==> config.mk <==
export PLATFORM = sky130hd
export DESIGN_NAME = tpu_sequencer
export DESIGN_NICKNAME = d
export VERILOG_FILES = /design/src/rtl/tpu_sequencer.sv
export SDC_FILE = /design/constraint.sdc
export NUM_CORES = 1
export LEC_CHECK = 0
export CAP_MARGIN = 10
export CORE_UTILIZATION = 55
export DETAILED_ROUTE_END_ITERATION = 10
export GPL_TIMING_DRIVEN = 0
export PLACE_DENSITY = 0.95
export SLEW_MARGIN = 20
export SYNTH_ARGS = -nofsm -noshare
export SYNTH_HDL_FRONTEND = slang
export SYNTH_SLANG_ARGS = --single-unit
export TNS_END_PERCENT = 20
==> constraint.sdc <==
create_clock -name clk -period 2.7 [get_ports clk]
set_input_delay 0.405 -clock clk [delete_from_list [all_inputs] [get_ports clk]]
set_output_delay 0.405 -clock clk [all_outputs]
set_load 0.05 [all_outputs]
==> src/rtl/tpu_sequencer.sv <==
// tpu_sequencer: host-side driver for the tpu core.
// Loads a 4x4 A and a 4x4 B operand block, issues the COMPUTE burst, then reads
// the 16 results back one at a time and streams them out with a last flag.
// Optional build macro TPU_SEQ_PERF_EN adds a saturating per-job cycle counter
// on port cycle_count.
module tpu_sequencer #(
  parameter int COMPUTE_CYCLES = 10,
  parameter int READ_LATENCY   = 1
) (
  input  logic        clk,
  input  logic        rst,
  input  logic        in_valid,
  output logic        in_ready,
  input  logic [7:0]  in_data,
  output logic [15:0] instruction,
  input  logic [7:0]  result_in,
  output logic        out_valid,
  input  logic        out_ready,
  output logic [7:0]  out_data,
  output logic        out_last,
  output logic        busy
`ifdef TPU_SEQ_PERF_EN
  ,
  output logic [15:0] cycle_count
`endif
);

  localparam logic [2:0] OP_NOP     = 3'b000;
  localparam logic [2:0] OP_LOAD_A  = 3'b001;
  localparam logic [2:0] OP_LOAD_B  = 3'b010;
  localparam logic [2:0] OP_COMPUTE = 3'b011;
  localparam logic [2:0] OP_READ    = 3'b100;

  localparam logic [7:0] CC_LAST = 8'(COMPUTE_CYCLES - 1);
  localparam logic [7:0] RL_LAST = 8'(READ_LATENCY - 1);

  typedef enum logic [2:0] {
    S_IDLE       = 3'd0,
    S_LOAD_A     = 3'd1,
    S_LOAD_B     = 3'd2,
    S_COMPUTE    = 3'd3,
    S_READ_ISSUE = 3'd4,
    S_READ_WAIT  = 3'd5,
    S_OUT        = 3'd6
  } state_t;

  state_t      state_r, state_s;
  logic [3:0]  idx_r, idx_s;
  logic [3:0]  ridx_r, ridx_s;
  logic [7:0]  cnt_r, cnt_s;
  logic [15:0] instr_r, instr_s;
  logic        in_ready_r, in_ready_s;
  logic        out_valid_r, out_valid_s;
  logic [7:0]  out_data_r, out_data_s;
  logic        out_last_r, out_last_s;
  logic        busy_r, busy_s;
  logic        in_hs_s;
  logic        out_hs_s;

  // in_ready_r is only ever high in load states, so it doubles as the state gate
  assign in_hs_s  = in_valid & in_ready_r;
  assign out_hs_s = out_valid_r & out_ready;

  // Next-state, next-instruction and result-capture decode
  always_comb begin
    state_s     = state_r;
    idx_s       = idx_r;
    ridx_s      = ridx_r;
    cnt_s       = cnt_r;
    instr_s     = {OP_NOP, 13'h0000};
    out_valid_s = out_valid_r;
    out_data_s  = out_data_r;
    out_last_s  = out_last_r;
    busy_s      = busy_r;
    case (state_r)
      S_IDLE, S_LOAD_A: begin
        if (in_hs_s) begin
          instr_s = {OP_LOAD_A, 1'b0, idx_r, in_data};
          idx_s   = idx_r + 4'd1;
          busy_s  = 1'b1;
          if (state_r == S_IDLE) begin
            state_s = S_LOAD_A;
          end else if (idx_r == 4'd15) begin
            state_s = S_LOAD_B;
          end else begin
            state_s = state_r;
          end
        end else begin
          state_s = state_r;
        end
      end
      S_LOAD_B: begin
        if (in_hs_s) begin
          instr_s = {OP_LOAD_B, 1'b0, idx_r, in_data};
          idx_s   = idx_r + 4'd1;
          if (idx_r == 4'd15) begin
            state_s = S_COMPUTE;
            cnt_s   = 8'd0;
          end else begin
            state_s = state_r;
          end
        end else begin
          state_s = state_r;
        end
      end
      S_COMPUTE: begin
        instr_s = {OP_COMPUTE, 9'd0, cnt_r[3:0]};
        if (cnt_r == CC_LAST) begin
          state_s = S_READ_ISSUE;
          cnt_s   = 8'd0;
        end else begin
          cnt_s = cnt_r + 8'd1;
        end
      end
      S_READ_ISSUE: begin
        instr_s = {OP_READ, 1'b0, ridx_r, 8'h00};
        state_s = S_READ_WAIT;
        cnt_s   = 8'd0;
      end
      S_READ_WAIT: begin
        if (cnt_r == RL_LAST) begin
          out_valid_s = 1'b1;
          out_data_s  = result_in;
          out_last_s  = (ridx_r == 4'd15);
          state_s     = S_OUT;
          cnt_s       = 8'd0;
        end else begin
          cnt_s = cnt_r + 8'd1;
        end
      end
      S_OUT: begin
        if (out_hs_s) begin
          out_valid_s = 1'b0;
          out_last_s  = 1'b0;
          ridx_s      = ridx_r + 4'd1;
          if (ridx_r == 4'd15) begin
            state_s = S_IDLE;
            busy_s  = 1'b0;
          end else begin
            state_s = S_READ_ISSUE;
          end
        end else begin
          state_s = state_r;
        end
      end
      default: begin
        state_s     = S_IDLE;
        idx_s       = 4'd0;
        ridx_s      = 4'd0;
        cnt_s       = 8'd0;
        out_valid_s = 1'b0;
        out_last_s  = 1'b0;
        busy_s      = 1'b0;
      end
    endcase
    in_ready_s = (state_s == S_IDLE) || (state_s == S_LOAD_A) || (state_s == S_LOAD_B);
  end

  // State, counters and all registered outputs
  always_ff @(posedge clk or posedge rst) begin
    if (rst) begin
      state_r     <= S_IDLE;
      idx_r       <= 4'd0;
      ridx_r      <= 4'd0;
      cnt_r       <= 8'd0;
      instr_r     <= 16'h0000;
      in_ready_r  <= 1'b0;
      out_valid_r <= 1'b0;
      out_data_r  <= 8'h00;
      out_last_r  <= 1'b0;
      busy_r      <= 1'b0;
    end else begin
      state_r     <= state_s;
      idx_r       <= idx_s;
      ridx_r      <= ridx_s;
      cnt_r       <= cnt_s;
      instr_r     <= instr_s;
      in_ready_r  <= in_ready_s;
      out_valid_r <= out_valid_s;
      out_data_r  <= out_data_s;
      out_last_r  <= out_last_s;
      busy_r      <= busy_s;
    end
  end

  assign in_ready    = in_ready_r;
  assign instruction = instr_r;
  assign out_valid   = out_valid_r;
  assign out_data    = out_data_r;
  assign out_last    = out_last_r;
  assign busy        = busy_r;

`ifdef TPU_SEQ_PERF_EN
  logic [15:0] cycle_count_r;

  // Job cycle counter; the accepting cycle of byte 0 is the job's first busy cycle
  always_ff @(posedge clk or posedge rst) begin
    if (rst) begin
      cycle_count_r <= 16'h0000;
    end else if ((state_r == S_IDLE) && in_hs_s) begin
      cycle_count_r <= 16'h0001;
    end else if (busy_r && (cycle_count_r != 16'hFFFF)) begin
      cycle_count_r <= cycle_count_r + 16'h0001;
    end else begin
      cycle_count_r <= cycle_count_r;
    end
  end

  assign cycle_count = cycle_count_r;
`endif

endmodule
==> results.py <==
metrics = {
    "worst_setup_path": {
        "required_ns": 2.92,
        "cp-start-kind": "flip-flop",
        "crit_fanout": 8,
        "rrSetupSlack_ns": 0.37,
        "cp-end-kind": "flip-flop",
        "path_class": "flip-flop to flip-flop",
        "worst_ep_arrival_time_ns": 2.55,
    },
    "routing": {
        "drc_errors": 0,
        "via_count": 2054,
        "wl_um": 5710,
        "via_per_inst": 6.24,
        "ant_nets": 0,
        "post_drt_wl_per_cell_um": 17.4,
        "first_pass_iters": 6,
        "drt_iter0_markers": 226,
    },
    "job": {
        "drv_cap": 0,
    },
    "grt": {
        "grt-ovfl-total": 0,
        "use_met1_pct": 34.7,
        "grt_pass1_vias": 1867,
        "gr-usage-all-layers_pct": 27.1,
        "busiest_layer": "met2",
        "grt_max_degree": 28,
        "antenna_found_initial": 0,
        "grt_pass1_wl_um": 8920,
        "grt_use_met2_pct": 43.9,
        "use_met3_pct": 5.65,
    },
    "sta": {
        "rsz0062_at_grt": "false",
        "holdWs_ns": 0.407,
        "min_period_ns": 2.33,
        "finalCritPeriodShare_pct": 86.4,
        "setup_slack_ns": 0.366,
        "fin_setup_tns_ns": 0,
        "hold_viol": 0,
        "setup-violations-final": 0,
        "worst_pin_slew_ns": 1.06,
        "skew_ns": 0.00530,
        "slew_viol_final": 0,
        "slew_headroom_pct": 29.1,
        "timing.fmax_ghz": 0.429,
    },
    "synthesis": {
        "syn_inst": 224,
        "yosys-top-cells-area": "dfrtp_1, mux2_2, a22o_1, ha_1, o21ai_0",
        "avgSynthCellArea_um2": 10.3,
        "ys_types": 49,
        "synth_top_cell_area_share_pct": 50.1,
        "yosysTopAreaCell": "dfrtp_1",
        "synth_edf_count": 0,
        "ys_seq_area_share_pct": 50.1,
        "yosysWarnings": 0,
        "async_reset_ff_share_pct": 100,
        "syn_area_um2": 2300,
        "synthesis.nets": 251,
        "synth-seq-cells": 46,
        "synth_ff_type": "dfrtp_1",
    },
    "cts": {
        "cts-hold-fix-buffers": 0,
        "cts-resized-gates": 0,
        "cts_max_level": 2,
        "clk_latency_ns": 0.30,
        "cts.path.max_buffers": 2,
        "clk_root_buffer_cell": "clkbuf_8",
        "clkTransAtPathRegs_ns": 0.09,
        "clock-sinks": 46,
        "cts_tree": "yes",
        "post_cts_buffers": 0,
        "cts-buffers-inserted": 5,
    },
    "finish": {
        "n_antenna_cell": 0,
        "syn_to_final_growth_pct": 28.5,
        "final_nets": 305,
        "layout-drive-gt1-share_pct": 8.60,
        "fillers": 272,
    },
    "floorplanning": {
        "die_area_um2": 4440,
        "initial_core_util_pct": 57.5,
        "core_um2": 4000,
        "rows": 23,
        "io_pins": 48,
        "die_h_um": 66.7,
        "die_w_um": 66.7,
    },
    "pwr": {
        "total_power_mw": 3.36,
        "irDropWorstVdd_v": 0.000658,
        "power.density_nw_per_um2": 1140,
        "p_leak_nw": 1.29,
    },
    "placement": {
        "hpwlAfterDp_um": 3880,
        "gp_congestion": 0.896,
        "portBuffers": 46,
        "place_ws_ns": 0.393,
    },
    "hold_path": {
        "min_path_type": "input port to asynchronous set/reset pin",
    },
    "run_status": {
        "status": "finished clean",
    },
}
## report_power, final
| group | switching (mW) | internal, mW |
|---|---|---|
| sequential | 0.168 | 0.897 |
| combinational | 1.16 | 0.611 |
| clock | 0.241 | 0.277 |
| total | 1.57 | 1.79 |
## state kept, by name (all words and copies together) (netlist names)
register and flops:
busy 1, instruction 15, ridx_r 4, out_valid 1, out_data 8, in_ready 1
cnt_r 8, out_last 1, idx_r 4, state_r 3
## cells in the mapped netlist (2+ instances only)
cell      instances
nor3_1            6
nor2_1           13
a21o_1            2
nand2_1          19
a41oi_1           2
inv_1             8
nor4_1            2
clkbuf_1          7
ha_1              7
o221ai_1          6
a31oi_1           3
o211ai_1          2
nand4_1           2
dfrtp_1          46
a22o_1           10
nand2b_1          2
o21a_1            3
a21oi_1           8
and3_1            4
o21ai_0          17
nor4bb_1          2
nor2b_1           4
mux2_2            9
o31ai_1           2
and2_1            8
nand3_1           7
## per-layer routing
layer / share of wire [%] / up-vias
met2: 50 / 128
met4: 3.2 / 0
met3: 8.3 / 25
met5: 0 / -
li1: - / 938
met1: 38 / 963
## cell families after synthesis
logic type / after synthesis / synth area share [%]
compound gates: 66 / 20.1
xor+xnor: 1 / 0.381
buf+inv: 18 / 3.16
simple gates: 76 / 18.0
fa+ha+maj: 7 / 3.81
mux: 9 / 4.41
flops: 46 / 50.1
other cells: 1 / 0.163
## stage by stage
| step | area (um^2) | utilization (%) | instances |
|---|---|---|---|
| 6_report | 2960 | 73.9 | 329 |
| 4_1_cts | 2960 | 73.9 | 329 |
| 3_5_place_dp | 2840 | 71.1 | 321 |
| 5_1_grt | 2960 | 73.9 | 329 |
| 2_1_floorplan | 2300 | - | 224 |
| 3_3_place_gp | 2820 | 70.6 | 320 |
## cell usage in the layout (no fill, tap or decap), drive strengths merged, types with 3 or more instances in the layout
cell	instances
nor2b	4
nor4	3
o21ai	17
nand3	7
nand2	19
o21a	3
and3	4
a22o	10
nor3	6
a31oi	3
buf	4
dfrtp	46
and2	9
mux2	9
nor2	13
a21oi	9
clkdlybuf4s50	46
inv	9
o221ai	6
clkbuf	12
ha	7
## layout make-up
type | count | area, um^2 | area share, %
flip-flops and latches | 46 | 1150 | 38.9
multi-input cells | 160 | 1080 | 36.4
repair buffers | 47 | 480 | 16.3
clock buffers | 5 | 68.8 | 2.33
well taps | 50 | 62.6 | 2.12
clock inverters | 3 | 43.8 | 1.48
plain buffers | 10 | 42.5 | 1.44
inverters | 8 | 30.0 | 1.02
## final timing paths
| path | from | to | depth (start not counted) |
|---|---|---|---|
| max reg2reg | idx_r[0] | cnt_r[1] | 5 |
| max | idx_r[0] | cnt_r[1] | 5 |
| min reg2reg | out_data[2] | out_data[2] | 1 |
| min | rst | instruction[11] | 2 |
| min in group clk | out_data[2] | out_data[2] | 1 |
| max in group asynchronous | rst | cnt_r[3] | 3 |
## worst max-delay path, cell delays in order, from the launching register on
cell and delay (ns):
dfrtp_1 0.46, ha_1 0.28, and4_1 0.23, a311oi_1 0.87, nor2_1 0.19, o22ai_1 0.20
(Power assumes the default switching activity.)
